`config.mk`:
```
export PLATFORM = sky130hd
export DESIGN_NAME = gpio_pad_ctrl_flat
export DESIGN_NICKNAME = d
export VERILOG_FILES = /design/src/rtl/gpio_pad_pkg.sv /design/src/rtl/gpio_pad_ctrl_if.sv /design/src/rtl/gpio_pad_filter.sv /design/src/rtl/gpio_pad_ctrl.sv /design/src/flat_wrapper.sv
export SDC_FILE = /design/constraint.sdc
export NUM_CORES = 1
export LEC_CHECK = 0
export ABC_AREA = 1
export CAP_MARGIN = 20
export CORE_MARGIN = 10
export CORE_UTILIZATION = 40
export CTS_BUF_LIST = sky130_fd_sc_hd__clkbuf_4 sky130_fd_sc_hd__clkbuf_8
export CTS_CLUSTER_SIZE = 24
export DETAILED_ROUTE_END_ITERATION = 6
export RECOVER_POWER = 100
export SYNTH_ARGS = -nofsm -noshare
export SYNTH_HDL_FRONTEND = slang
export SYNTH_SLANG_ARGS = --single-unit
```
`constraint.sdc`:
```
create_clock -name clk -period 3.6 [get_ports clk]
set_input_delay 0.36 -clock clk [delete_from_list [all_inputs] [get_ports clk]]
set_output_delay 0.36 -clock clk [all_outputs]
set_load 0.005 [all_outputs]
```
`src/rtl/gpio_pad_pkg.sv`:
```
// Shared types and constants for the GPIO pad-control bank.
//   pad_state_e    : output-enable sequencer states
//   group_count()  : number of ramp groups needed to cover a bank
//   PAD_OEN_RST    : pad output-enable value held during reset (all disabled)
//   PAD_IE_RST     : pad input-enable value (inputs always enabled)
package gpio_pad_pkg;

  // Largest bank supported by one instance.
  localparam int MAX_PADS = 64;

  typedef enum logic [1:0] {
    IDLE   = 2'd0,
    RAMP   = 2'd1,
    ACTIVE = 2'd2,
    FROZEN = 2'd3
  } pad_state_e;

  // Active-low OEN, so every pad stays tri-stated out of reset.
  localparam logic [MAX_PADS-1:0] PAD_OEN_RST = '1;
  localparam logic [MAX_PADS-1:0] PAD_IE_RST  = '1;

  // Ceiling division: a short final group still needs its own ramp step.
  function automatic int group_count(input int num_pads, input int seq_group);
    return (num_pads + seq_group - 1) / seq_group;
  endfunction

endpackage

```
`src/rtl/gpio_pad_ctrl_if.sv`:
```
// Bundle of all non-clock signals of one pad bank.
//   core side : core_out_i, core_dir_i, core_in_o, edge_rise_o, edge_fall_o,
//               debounce_en_i, debounce_lim_i, seq_start_i, freeze_i, seq_done_o
//   pad side  : pad_in_i, pad_out_o, pad_oen_o, pad_ie_o
// slave  : the pad-control block itself
// master : whoever drives the block (core wrapper or testbench)
interface gpio_pad_ctrl_if #(
  parameter int NUM_PADS   = 32,
  parameter int DEBOUNCE_W = 8
);

  logic [NUM_PADS-1:0]   core_out_i;
  logic [NUM_PADS-1:0]   core_dir_i;
  logic [NUM_PADS-1:0]   core_in_o;
  logic [NUM_PADS-1:0]   edge_rise_o;
  logic [NUM_PADS-1:0]   edge_fall_o;
  logic [NUM_PADS-1:0]   debounce_en_i;
  logic [DEBOUNCE_W-1:0] debounce_lim_i;
  logic                  seq_start_i;
  logic                  freeze_i;
  logic                  seq_done_o;
  logic [NUM_PADS-1:0]   pad_in_i;
  logic [NUM_PADS-1:0]   pad_out_o;
  logic [NUM_PADS-1:0]   pad_oen_o;
  logic [NUM_PADS-1:0]   pad_ie_o;

  modport master (
    output core_out_i, core_dir_i, debounce_en_i, debounce_lim_i,
           seq_start_i, freeze_i, pad_in_i,
    input  core_in_o, edge_rise_o, edge_fall_o, seq_done_o,
           pad_out_o, pad_oen_o, pad_ie_o
  );

  modport slave (
    input  core_out_i, core_dir_i, debounce_en_i, debounce_lim_i,
           seq_start_i, freeze_i, pad_in_i,
    output core_in_o, edge_rise_o, edge_fall_o, seq_done_o,
           pad_out_o, pad_oen_o, pad_ie_o
  );

endinterface

```
`src/rtl/gpio_pad_filter.sv`:
```
// Input conditioning for a single pad: synchroniser, optional debounce
// filter and registered edge detector.
//   clk, rst : clock, synchronous active-high reset
//   pad_i    : raw asynchronous pad input
//   en_i     : debounce enable (0 = filter follows the synchroniser)
//   lim_i    : debounce limit L; a change is accepted after L+1 differing cycles
//   filt_o   : filtered level
//   rise_o   : one-cycle pulse when filt_o goes 0 -> 1
//   fall_o   : one-cycle pulse when filt_o goes 1 -> 0
module gpio_pad_filter #(
  parameter int SYNC_STAGES = 2,
  parameter int DEBOUNCE_W  = 8
) (
  input  logic                  clk,
  input  logic                  rst,
  input  logic                  pad_i,
  input  logic                  en_i,
  input  logic [DEBOUNCE_W-1:0] lim_i,
  output logic                  filt_o,
  output logic                  rise_o,
  output logic                  fall_o
);

  logic [SYNC_STAGES-1:0] sync_q, sync_d;
  logic                   filt_q, filt_d;
  logic [DEBOUNCE_W-1:0]  cnt_q, cnt_d;
  logic                   rise_q, rise_d;
  logic                   fall_q, fall_d;
  logic                   sync_lvl;

  assign sync_lvl = sync_q[SYNC_STAGES-1];

  // The counter only ever compares for equality with L, so lowering L below
  // a running count lets it run on and wrap before it can match again.
  always_comb begin
    sync_d = {sync_q[SYNC_STAGES-2:0], pad_i};
    filt_d = filt_q;
    cnt_d  = cnt_q;
    if (!en_i) begin
      filt_d = sync_lvl;
      cnt_d  = '0;
    end else if (sync_lvl == filt_q) begin
      cnt_d  = '0;
    end else if (cnt_q == lim_i) begin
      filt_d = sync_lvl;
      cnt_d  = '0;
    end else begin
      cnt_d  = cnt_q + DEBOUNCE_W'(1);
    end
    rise_d = filt_d & ~filt_q;
    fall_d = ~filt_d & filt_q;
  end

  // Edge flags are registered alongside the filter so a pulse lines up with
  // the first cycle the new level is visible.
  always_ff @(posedge clk) begin
    if (rst) begin
      sync_q <= '0;
      filt_q <= 1'b0;
      cnt_q  <= '0;
      rise_q <= 1'b0;
      fall_q <= 1'b0;
    end else begin
      sync_q <= sync_d;
      filt_q <= filt_d;
      cnt_q  <= cnt_d;
      rise_q <= rise_d;
      fall_q <= fall_d;
    end
  end

  assign filt_o = filt_q;
  assign rise_o = rise_q;
  assign fall_o = fall_q;

endmodule

```
`src/rtl/gpio_pad_ctrl.sv`:
```
// Pad-control block for one pad bank. Conditions pad inputs toward the core
// and drives pad outputs with a staged output-enable ramp and a freeze mode.
//   clk, rst : clock, synchronous active-high reset
//   bus      : gpio_pad_ctrl_if slave modport carrying all core-side and
//              pad-side signals (data, direction, debounce controls,
//              seq_start/freeze/seq_done, pad in/out/oen/ie)
module gpio_pad_ctrl
  import gpio_pad_pkg::*;
#(
  parameter int NUM_PADS    = 32,
  parameter int SYNC_STAGES = 2,
  parameter int DEBOUNCE_W  = 8,
  parameter int SEQ_GROUP   = 8,
  parameter int SEQ_GAP     = 16
) (
  input  logic           clk,
  input  logic           rst,
  gpio_pad_ctrl_if.slave bus
);

  localparam int G_CNT = group_count(NUM_PADS, SEQ_GROUP);
  localparam int GRP_W = $clog2(G_CNT + 1);
  localparam int GAP_W = (SEQ_GAP > 1) ? $clog2(SEQ_GAP) : 1;

  localparam logic [GRP_W-1:0] GRP_DONE = GRP_W'(G_CNT);
  localparam logic [GAP_W-1:0] GAP_LAST = GAP_W'(SEQ_GAP - 1);

  pad_state_e          state_q, state_d;
  logic [GAP_W-1:0]    gap_q, gap_d;
  logic [GRP_W-1:0]    grp_q, grp_d;
  logic [NUM_PADS-1:0] mask_q, mask_d;
  logic [NUM_PADS-1:0] pad_out_q, pad_out_d;
  logic [NUM_PADS-1:0] pad_oen_q, pad_oen_d;
  logic [NUM_PADS-1:0] grp_mask;
  logic [NUM_PADS-1:0] filt_vec, rise_vec, fall_vec;
  int                  grp_lo;

  // Per-pad input conditioning.
  for (genvar i = 0; i < NUM_PADS; i++) begin : g_pad
    gpio_pad_filter #(
      .SYNC_STAGES (SYNC_STAGES),
      .DEBOUNCE_W  (DEBOUNCE_W)
    ) u_filter (
      .clk    (clk),
      .rst    (rst),
      .pad_i  (bus.pad_in_i[i]),
      .en_i   (bus.debounce_en_i[i]),
      .lim_i  (bus.debounce_lim_i),
      .filt_o (filt_vec[i]),
      .rise_o (rise_vec[i]),
      .fall_o (fall_vec[i])
    );
  end

  // Pads belonging to the group currently being enabled; the last group may
  // be short, which the loop bound takes care of.
  always_comb begin
    grp_lo   = int'(grp_q) * SEQ_GROUP;
    grp_mask = '0;
    for (int i = 0; i < NUM_PADS; i++) begin
      grp_mask[i] = (i >= grp_lo) && (i < grp_lo + SEQ_GROUP);
    end
  end

  // Sequencer: each ramp step opens on gap==0, so group k is enabled
  // k*SEQ_GAP cycles after group 0, and the step after the last group
  // finishes the ramp.
  always_comb begin
    state_d = state_q;
    gap_d   = gap_q;
    grp_d   = grp_q;
    mask_d  = mask_q;
    unique case (state_q)
      IDLE: begin
        mask_d = '0;
        if (bus.seq_start_i) begin
          state_d = RAMP;
          gap_d   = '0;
          grp_d   = '0;
        end
      end
      RAMP: begin
        if (gap_q == '0) begin
          if (grp_q == GRP_DONE) begin
            state_d = ACTIVE;
          end else begin
            mask_d = mask_q | grp_mask;
          end
        end
        if (gap_q == GAP_LAST) begin
          gap_d = '0;
          grp_d = grp_q + GRP_W'(1);
        end else begin
          gap_d = gap_q + GAP_W'(1);
        end
      end
      ACTIVE: begin
        if (bus.freeze_i) state_d = FROZEN;
      end
      FROZEN: begin
        if (!bus.freeze_i) state_d = ACTIVE;
      end
      default: state_d = IDLE;
    endcase
  end

  // Output stage follows the core through the current mask except while
  // frozen, when the pads keep whatever they last drove.
  always_comb begin
    pad_out_d = pad_out_q;
    pad_oen_d = pad_oen_q;
    if (state_q != FROZEN) begin
      pad_out_d = bus.core_out_i & mask_q;
      pad_oen_d = ~(bus.core_dir_i & mask_q);
    end
  end

  // Control and output registers.
  always_ff @(posedge clk) begin
    if (rst) begin
      state_q   <= IDLE;
      gap_q     <= '0;
      grp_q     <= '0;
      mask_q    <= '0;
      pad_out_q <= '0;
      pad_oen_q <= PAD_OEN_RST[NUM_PADS-1:0];
    end else begin
      state_q   <= state_d;
      gap_q     <= gap_d;
      grp_q     <= grp_d;
      mask_q    <= mask_d;
      pad_out_q <= pad_out_d;
      pad_oen_q <= pad_oen_d;
    end
  end

  assign bus.core_in_o   = filt_vec;
  assign bus.edge_rise_o = rise_vec;
  assign bus.edge_fall_o = fall_vec;
  assign bus.pad_out_o   = pad_out_q;
  assign bus.pad_oen_o   = pad_oen_q;
  assign bus.pad_ie_o    = PAD_IE_RST[NUM_PADS-1:0];
  assign bus.seq_done_o  = (state_q == ACTIVE) || (state_q == FROZEN);

endmodule

```
`src/flat_wrapper.sv`:
```
// flat-port wrapper written by rule: the top's interface ports become plain ports
module gpio_pad_ctrl_flat import gpio_pad_pkg::*;
#(
  parameter int NUM_PADS    = 32,
  parameter int SYNC_STAGES = 2,
  parameter int DEBOUNCE_W  = 8,
  parameter int SEQ_GROUP   = 8,
  parameter int SEQ_GAP     = 16
)
  (clk, rst, bus_core_out_i, bus_core_dir_i, bus_debounce_en_i, bus_debounce_lim_i, bus_seq_start_i, bus_freeze_i, bus_pad_in_i, bus_core_in_o, bus_edge_rise_o, bus_edge_fall_o, bus_seq_done_o, bus_pad_out_o, bus_pad_oen_o, bus_pad_ie_o);
  gpio_pad_ctrl_if #(.NUM_PADS(NUM_PADS), .DEBOUNCE_W(DEBOUNCE_W)) bus_i ();
  input  logic clk;
  input  logic rst;
  input wire logic [$bits(bus_i.core_out_i)-1:0] bus_core_out_i;
  input wire logic [$bits(bus_i.core_dir_i)-1:0] bus_core_dir_i;
  input wire logic [$bits(bus_i.debounce_en_i)-1:0] bus_debounce_en_i;
  input wire logic [$bits(bus_i.debounce_lim_i)-1:0] bus_debounce_lim_i;
  input wire logic [$bits(bus_i.seq_start_i)-1:0] bus_seq_start_i;
  input wire logic [$bits(bus_i.freeze_i)-1:0] bus_freeze_i;
  input wire logic [$bits(bus_i.pad_in_i)-1:0] bus_pad_in_i;
  output wire logic [$bits(bus_i.core_in_o)-1:0] bus_core_in_o;
  output wire logic [$bits(bus_i.edge_rise_o)-1:0] bus_edge_rise_o;
  output wire logic [$bits(bus_i.edge_fall_o)-1:0] bus_edge_fall_o;
  output wire logic [$bits(bus_i.seq_done_o)-1:0] bus_seq_done_o;
  output wire logic [$bits(bus_i.pad_out_o)-1:0] bus_pad_out_o;
  output wire logic [$bits(bus_i.pad_oen_o)-1:0] bus_pad_oen_o;
  output wire logic [$bits(bus_i.pad_ie_o)-1:0] bus_pad_ie_o;
  assign bus_i.core_out_i = bus_core_out_i;
  assign bus_i.core_dir_i = bus_core_dir_i;
  assign bus_i.debounce_en_i = bus_debounce_en_i;
  assign bus_i.debounce_lim_i = bus_debounce_lim_i;
  assign bus_i.seq_start_i = bus_seq_start_i;
  assign bus_i.freeze_i = bus_freeze_i;
  assign bus_i.pad_in_i = bus_pad_in_i;
  assign bus_core_in_o = bus_i.core_in_o;
  assign bus_edge_rise_o = bus_i.edge_rise_o;
  assign bus_edge_fall_o = bus_i.edge_fall_o;
  assign bus_seq_done_o = bus_i.seq_done_o;
  assign bus_pad_out_o = bus_i.pad_out_o;
  assign bus_pad_oen_o = bus_i.pad_oen_o;
  assign bus_pad_ie_o = bus_i.pad_ie_o;
  gpio_pad_ctrl #(.NUM_PADS(NUM_PADS), .SYNC_STAGES(SYNC_STAGES), .DEBOUNCE_W(DEBOUNCE_W), .SEQ_GROUP(SEQ_GROUP), .SEQ_GAP(SEQ_GAP)) u_core (.clk(clk), .rst(rst), .bus(bus_i));
endmodule
```
# After elaboration in Yosys (flattened, before gate mapping)
# Index checks and enable logic that the tools add are counted.
# word_totals
wordCells	689
input_bits	140
reg_bits	521
# classes
n_addsub	35
bitwise	164
order_cmp	64
n_reduce_logical	72
eq_ne	77
muxes	111
# op_table
op	n
less-than comparator 6 x 32 -> 1 bit (first input constant)	16
adder 8 x 1 -> 8 bit (second input constant)	32
equality test 8 bit	32
less-than comparator 5 x 32 -> 1 bit (first input constant)	8
less-than comparator 4 x 32 -> 1 bit (first input constant)	4
OR reduction 4 bit	32
>= comparator 5 x 6 -> 1 bit (first input constant)	16
two-way mux 1 bit	96
inverter 1 bit	96
AND 1 bit	64
AND 32 bit	2
less-than comparator 3 x 32 -> 1 bit (first input constant)	2
two-way mux 32 bit	2
case mux 32 bit (2 select lines)	1
>= comparator 4 x 6 -> 1 bit (first input constant)	8
equality test 1 bit	32
logical AND 1 bit	32
less-than comparator 1 x 32 -> 1 bit (first input constant)	1
less-than comparator 2 x 32 -> 1 bit (first input constant)	1
inverter 32 bit	1
OR 32 bit	1
>= comparator 3 x 6 -> 1 bit (first input constant)	4
>= comparator 1 x 6 -> 1 bit (first input constant)	2
>= comparator 2 x 6 -> 1 bit (first input constant)	2
other kinds (22)	36

# Logic depth before layout (Yosys ltp)
# Gate-level depths: netlist of the first run.
# logic_depth
depth_word	7
mapped_depth	12

# Modules after synthesis
# A second synthesis of the first run with hierarchy kept.
# hier_totals
cells_unflattened	3603
hier_area_um2	25107.8
# modules_own_cells
module	seq_area_each_um2	instances	area_each_um2	cells_each
gpio_pad_filter (u_core.g_pad[0].u_filter ...)	260.2	27	656.9	96
gpio_pad_ctrl	2102.0	1	4156.5	544
gpio_pad_filter (u_core.g_pad[6].u_filter ...)	260.2	3	634.4	93
gpio_pad_filter (u_core.g_pad[9].u_filter)	260.2	1	665.6	93
gpio_pad_filter (u_core.g_pad[5].u_filter)	260.2	1	646.9	95

# Worst setup path before layout of the first run
# No wires, ideal clock.
# synth_path
kind	reg2reg
start	register u_core.grp_q[0]
end	register u_core.mask_q[10]
path_stages_with_launch	10
period_less_slack_ns	1.535
slack_ns	2.065
arrival_time_ns	1.465
cell_sequence	dfxtp_1 -> inv_1 -> ha_1 -> nand2_1 -> inv_1 -> o21ai_0 -> nand2_1 -> nor2_1 -> nand3_2 -> a21oi_1
# synth_between
elab_chain_len	7
word_cells_on_any_way	11
cone_classes	1 x add/sub; 2 x order compare; 2 x eq/ne; 3 x mux; 1 x bitwise; 2 x reduce/logical
# synth_lines
item	line_no	rtl
start: declaration	gpio_pad_ctrl.sv:30	logic [GRP_W-1:0] grp_q, grp_d;
start signal: assignment	gpio_pad_ctrl.sv:130	grp_q <= grp_d;
adder 6 x 4 -> 7 bit	gpio_pad_ctrl.sv:61	grp_mask[i] = (i >= grp_lo) && (i < grp_lo + SEQ_GROUP);
less-than comparator 5 x 32 -> 1 bit	gpio_pad_ctrl.sv:61	
logical AND 1 bit	gpio_pad_ctrl.sv:61	
OR 32 bit	gpio_pad_ctrl.sv:87	mask_d = mask_q | grp_mask;
two-way mux 32 bit	gpio_pad_ctrl.sv:84	if (grp_q == GRP_DONE) begin
two-way mux 32 bit	gpio_pad_ctrl.sv:83	if (gap_q == '0) begin
case mux 32 bit (2 select lines)	gpio_pad_ctrl.sv:73	unique case (state_q)
end signal: assignment	gpio_pad_ctrl.sv:131	mask_q <= mask_d;
end: declaration	gpio_pad_ctrl.sv:31	logic [NUM_PADS-1:0] mask_q, mask_d;
# Parallel ways exist; a longest one is shown, timed or not. The select of a mux whose other input is x is not followed.
# A chain may end at the register's enable or synchronous reset.

# Worst setup path after layout of the first run
# layout_path
start	input port bus_debounce_lim_i[1]
end	register u_core.g_pad[4].u_filter.filt_q
# layout_between
elab_chain_len	4
# layout_lines
item	line_no	rtl
start: declaration	flat_wrapper.sv:17	input wire logic [$bits(bus_i.debounce_lim_i)-1:0] bus_debounce_lim_i;
equality test 8 bit	gpio_pad_filter.sv:44	end else if (cnt_q == lim_i) begin
two-way mux 1 bit	gpio_pad_filter.sv:44	
two-way mux 1 bit	gpio_pad_filter.sv:42	end else if (sync_lvl == filt_q) begin
two-way mux 1 bit	gpio_pad_filter.sv:39	if (!en_i) begin
end signal: assignment	gpio_pad_filter.sv:65	filt_q <= filt_d;
end: declaration	gpio_pad_filter.sv:25	logic filt_q, filt_d;
# No other way between the ends.

==> results of run 1 <==
cell families (layout without fill, tap and decap cells):
logic type	count (synthesis)	after routing	share of synthesized area, %
buf+inv	660	925	13.3
fa+ha+maj	37	37	1.84
simple gates	1927	1927	33.3
other cells	1	34	0.0149
flops	521	521	41.4
compound gates	192	192	3.95
xor+xnor	180	180	6.25
power breakdown:
part / leakage, nW / internal (W) / total (W) / switching, W
combinational: 6.99 / 0.000462 / 0.00112 / 0.000659
clock: 1.12 / 0.00365 / 0.00618 / 0.00252
sequential: 4.23 / 0.00592 / 0.00604 / 0.000125
total: 12.3 / 0.0100 / 0.0133 / 0.00331
stage by stage:
step | util, % | power [W]
floorplan | - | 0.00691
global placement | 44.9 | 0.00734
detailed placement | 44.9 | 0.00735
CTS | 48.3 | 0.0136
global route | 47.6 | 0.0139
finish | 47.6 | 0.0133
registers in the layout (all words and copies together) (netlist names):
| name | cells |
|---|---|
| u_core.g_pad.u_filter.rise_o | 32 |
| u_core.g_pad.u_filter.cnt_q | 256 |
| u_core.bus.pad_out_o | 32 |
| u_core.g_pad.u_filter.filt_o | 32 |
| u_core.gap_q | 4 |
| u_core.state_q | 2 |
| u_core.g_pad.u_filter.fall_o | 32 |
| u_core.grp_q | 3 |
| u_core.bus.pad_oen_o | 32 |
| u_core.mask_q | 32 |
| u_core.g_pad.u_filter.sync_q | 64 |
worst min-delay path by stage:
| stage | startpoint | slack (ns) | to |
|---|---|---|---|
| detailed placement | u_core.g_pad[7].u_filter.sync_q[0] | 0.39 | u_core.g_pad[7].u_filter.sync_q[1] |
| global placement | u_core.g_pad[1].u_filter.sync_q[0] | 0.39 | u_core.g_pad[1].u_filter.sync_q[1] |
| global route | rst | 0.07 | u_core.g_pad[3].u_filter.sync_q[1] |
| CTS | rst | 0.05 | u_core.bus.pad_out_o[2] |
| finish | rst | 0.1 | u_core.bus.pad_out_o[2] |
| floorplan | u_core.g_pad[0].u_filter.sync_q[0] | 0.39 | u_core.g_pad[0].u_filter.sync_q[1] |
worst max-delay path, stage by stage:
cell,delay [ns]
clkbuf_1,0.88
clkbuf_1,1.06
nand2_1,0.11
nand2_1,0.11
nand2_1,0.05
nor2_1,0.20
nand2_2,0.08
nand2_1,0.17
nand2_1,0.10
nand2_1,0.07
nor2_1,0.04
per-layer routing:
metal	part of all wire [%]	global-route usage [%]	vias to the layer above	routed length, um
met5	0	0	-	0
met3	3.9	3.44	98	2550
li1	-	-	11000	-
met1	46	21.9	9255	30500
met4	2.0	5.03	0	1330
met2	48	29.8	289	31700
layout by cell type, fill, tap and decap left out, drive strengths merged:
cell	instances
inv	441
nor3	89
dlygate4sd3	162
xnor2	109
a221oi	1
clkdlybuf4s50	129
nand2	1100
clkinvlp	2
nand3b	32
o21ai	49
ha	37
buf	21
a22oi	2
dfxtp	521
xor2	71
clkbuf	156
nor2	499
or2	10
diode	2
bufinv	5
nand4	22
clkinv	9
conb	32
a21oi	140
nand3	175
cell type report:
type | instances | share of cell area (%)
Multi-Input combinational cell | 2368 | 37.7
Sequential cell | 521 | 35.3
Timing Repair Buffer | 319 | 10.6
Clock buffer | 149 | 6.36
Inverter | 439 | 5.65
Tap cell | 837 | 3.55
Clock inverter | 18 | 0.780
Antenna cell | 2 | 0.0170
==> flow_summary.toml, run 1 <==
[job]
timing.max_cap.violations = 2

[worst_setup_path]
end_kind = "flip-flop"
r2r-end = "u_core.bus.pad_out_o[30]"
r2r-start = "u_core.state_q[1]"
startpoint = "bus_debounce_lim_i[1]"
required_ns = 4.17
reg2reg_slack_ns = 1.11
critical_path.startpoint_type = "input port"
rr_worst_depth = 5
crit_type = "input port to flip-flop"
crit_end = "u_core.g_pad[4].u_filter.filt_o"
cp.arrival_ns = 3.23
crit_fanout = 19

[run_status]
status = "finished, violations left"
violations = "max-capacitance violations, max-slew violations"

[logic_synthesis]
synthArstFlopShare_pct = 0
yosys_register_bits = 521
synth_cell_types = 36
synth_common_cells = "1035 x nand2_1, 521 x dfxtp_1, 499 x nor2_1"
synth_top_cell_by_area = "dfxtp_1"
yosys_warnings = 0
seq_area_frac_synth_pct = 41.4
postSynthCellCount = 3518
synth.avg_cell_area_um2 = 7.17
yosysMostFrequentCell = "nand2_1"
synth_ff_type = "dfxtp_1"
netlist_area_um2 = 25200
yosys.area.top_type_share_pct = 41.4
synth.top_cells.by_area = "dfxtp_1 41%, nand2_1 15%, nor2_1 7.4%"
synth_edf_count = 0

[timing]
hold_violations = 0
fin_tns_setup_ns = 0
fmax_ghz = 0.375
finalSetupViolations = 0
fin_ws_ns = 0.933
fin_crit_sh_pct = 74.1
finalMaxSlewViolations = 90
rsz0062_at_grt = "no"
period_minus_slack_ns = 2.67
relSlewSlack_pct = -60.9
fin_hold_ws_ns = 0.0987
worst_pin_slew_ns = 2.41
finClkSkew_ns = 0.0334

[global_routing]
grt_pass1_vias = 19000
grt.overflow.total = 0
track_usage_pct = 17.4
antenna_found_initial = 4
grt_max_degree = 66
grt_pass1_wl_mm = 104

[clock_tree]
post_cts_buffers = 0
cts-root-buf = "clkbuf_8"
clk_pin_slew_ns = 0.06
cts.sinks = 521
numCtsBuffers = 92
holdBufCountCts = 0
cts_tree = "built"
worstSkewPairLatency_ns = 0.69
cts_max_level = 3
cts.path.max_buffers = 3
ctsResizeCount = 0

[routing]
drtIter0Drc = 1082
wire_per_inst_um = 14.2
vias = 20700
ant_nets = 0
drc_errors = 0
drt_first_pass_iters = 5
wl_mm = 66.0
vias_per_cell = 4.44

[place]
place_congestion = 0.789
dp_slack_ns = 1.34
portBuffers = 300
place_inst = 4484
dpl_cell_area_um2 = 27800
place_hpwl_mm = 45.5

[layout]
multiInputGateArea_um2 = 11100
stdcell_area_um2 = 29500
final_nets = 3918
filler_cell_count = 6310
syn2layout_area_growth_pct = 17.0
final-seq-area_um2 = 10400
drive_above_1_share_pct = 6.95
instances_no_fill = 4653

[die]
initial_utilization_pct = 40.6
io_pins = 333
die_area_um2 = 73500
fp.dieW_um = 271
rows = 91
fp.dieH_um = 271
core_area_um2 = 62100

[power]
pwr_density_cell_nw_per_um2 = 452
total_leakage_power_nw = 12.3
ir_drop_v = 0.000264

[min_path]
hold_path_class = "input port to flip-flop"
min_path_cells = 2
Note: power is estimated with default switching activity, not from simulation.
==> run 2, diff against run 1 <==
==> constraint.sdc (replaced) <==
create_clock -name clk -period 2.52 [get_ports clk]
set_input_delay 0.252 -clock clk [delete_from_list [all_inputs] [get_ports clk]]
set_output_delay 0.252 -clock clk [all_outputs]
set_load 0.005 [all_outputs]
==> run 2 against run 1 <==
Compared with the run above:
- the run still ends with max-capacitance violations, max-slew violations left
- sequential share of layout area increased by 0.081 points
- hold slack got worse by 0.0010 ns
- setup slack worse by 0.59 ns
- design area down 0.23%
- die area unchanged
- clock power increased by 29%
- via count fell by 0.71%
- non-clock buffer count increased by 8
- utilization down 0.11 points
- first-iteration DRC count grew 7.4%
- clock skew fell by 0.0031 ns
- combinational power grew 46%
- critical endpoint is now u_core.g_pad[13].u_filter.sync_q[0]
- highest routed layer is now met5
==> flow_summary.toml, run 2 (synthesized netlist as in run 1, its figures left out) <==
[job]
timing.max_cap.violations = 1

[power]
swShare_pct = 24.7
ir_drop_v = 0.000346
p_int_w = 0.0137
pwr_density_cell_nw_per_um2 = 619
pwr-share-clk_pct = 43.7
power_frac_comb_pct = 8.9
switchingPower_w = 0.00451
total_leakage_power_nw = 12.3
sequentialPowerShare_pct = 47.4

[die]
io_pins = 333
fp.dieH_um = 271
die_area_um2 = 73500
rows = 91
fp.dieW_um = 271
core_area_um2 = 62100
initial_utilization_pct = 40.6

[timing]
fmax_ghz = 0.458
fin_crit_sh_pct = 86.6
hold_violations = 0
finalMaxSlewViolations = 135
finalSetupViolations = 0
finClkSkew_ns = 0.0303
relSlewSlack_pct = -25.9
period_minus_slack_ns = 2.18
fin_tns_setup_ns = 0
rsz0062_at_grt = "no"
worst_pin_slew_ns = 1.89

[layout]
final-seq-area_um2 = 10400
top_regs = "u_core.g_pad.u_filter.cnt_q: 256 flops, u_core.g_pad.u_filter.sync_q: 64 flops"
multiInputGateArea_um2 = 11200
top_register = "u_core.g_pad.u_filter.cnt_q"
drive_above_1_share_pct = 6.90
final_common_cell = "nand2_1"
largest_register_ffs = 256
final_cell_mix = "1077 x nand2_1, 521 x dfxtp_1, 499 x nor2_1, 431 x inv_1, 163 x nand3_1"
syn2layout_area_growth_pct = 16.7
stdcell_area_um2 = 29400
final_nets = 3926
filler_cell_count = 6303

[routing]
vias = 20500
vias_per_cell = 4.41
wl_mm = 65.3
wire_per_inst_um = 14.0
drtIter0Drc = 1162
drt_first_pass_iters = 5
drc_errors = 0
ant_nets = 0

[worst_setup_path]
reg2reg_slack_ns = 0.55
crit_chain = "dlygate4sd3_1 > buf_6 > clkbuf_4 > nor2_1"
crit_type = "input port to flip-flop"
end_kind = "flip-flop"
crit_fanout = 134
cpMaxStageDelayCell = "clkbuf_4"
cp.arrival_ns = 2.63
critical_path.max_stage_delay_ns = 1.32
required_ns = 2.96
critical_path.startpoint_type = "input port"

[global_routing]
antenna_found_initial = 5
grt_pass1_wl_mm = 103
grt.overflow.total = 0
grt_pass1_vias = 18800
grt_max_degree = 135
track_usage_pct = 17.3

[place]
place_congestion = 0.801
place_hpwl_mm = 45.1
dpl_cell_area_um2 = 28000
portBuffers = 300

[clock_tree]
cts-root-buf = "clkbuf_8"
worstSkewPairLatency_ns = 0.67
cts.path.max_buffers = 3
numCtsBuffers = 92
cts.sinks = 521
clk_pin_slew_ns = 0.06
ctsResizeCount = 0
cts_max_level = 3
cts_tree = "built"

[min_path]
hold_path_class = "input port to flip-flop"

[run_status]
violations = "max-capacitance violations, max-slew violations"
status = "finished, violations left"
[run 2: final timing paths]
kind                                  startpoint                             endpoint  cells past startpoint
max                                          rst  u_core.g_pad[13].u_filter.sync_q[0]                      4
min                              bus_pad_in_i[1]   u_core.g_pad[1].u_filter.sync_q[0]                      3
max reg2reg                      u_core.grp_q[0]                     u_core.mask_q[9]                      9
min reg2reg  u_core.g_pad[11].u_filter.sync_q[0]  u_core.g_pad[11].u_filter.sync_q[1]                      2
[run 2: worst max-delay path: cells and delay by family]
family	cells	cell delay [ns]
buffers and inverters	3	2.00
and+or+nand+nor	1	0.17
[run 2: what timing repair did]
action / in CTS / in global routing
endpoints found under the hold margin: 12 / 0
buffers inserted: 0 / 0
hold buffers: 1 / 0
[run 2: power groups by stage]
stage,logic [W],registers [W],clock network (W)
after floorplan,0.00112,0.00876,0
after global placement,0.00170,0.00881,0
after detailed placement,0.00171,0.00882,0
after CTS,0.00172,0.00864,0.00826
after global routing,0.00182,0.00866,0.00865
final,0.00163,0.00863,0.00796
[run 2: metal layers]
| metal | vias up | GRT usage (%) | share of wire (%) |
|---|---|---|---|
| met5 | - | 0 | 0.044 |
| met4 | 4 | 5.50 | 2.0 |
| met3 | 91 | 3.42 | 4.0 |
| met2 | 291 | 29.8 | 48 |
| met1 | 9094 | 21.3 | 46 |
| li1 | 11000 | - | - |
[run 2: cell type report]
| cell class | count | share of cell area (%) |
|---|---|---|
| diodes | 5 | 0.0425 |
| multi-input cells | 2368 | 37.9 |
| clock buffers | 149 | 6.26 |
| repair buffers | 327 | 11.1 |
| clock inverters | 6 | 0.115 |
| well taps | 837 | 3.56 |
| flip-flops and latches | 521 | 35.4 |
| inverters | 439 | 5.66 |
[run 2: stage by stage]
| step | std cells | hold WS, ns | utilization [%] | total power [W] | worst slack [ns] |
|---|---|---|---|---|---|
| final | 4652 | 0.0977 | 47.4 | 0.0182 | 0.338 |
| after detailed placement | 4491 | 0.393 | 45.1 | 0.0105 | 0.565 |
| after global placement | 4491 | 0.389 | 45.1 | 0.0105 | 0.576 |
| after floorplan | 3549 | 0.359 | - | 0.00988 | 0.985 |
| after CTS | 4647 | 0.0245 | 48.1 | 0.0186 | 0.455 |
| after global routing | 4650 | 0.0587 | 47.4 | 0.0191 | 0.188 |
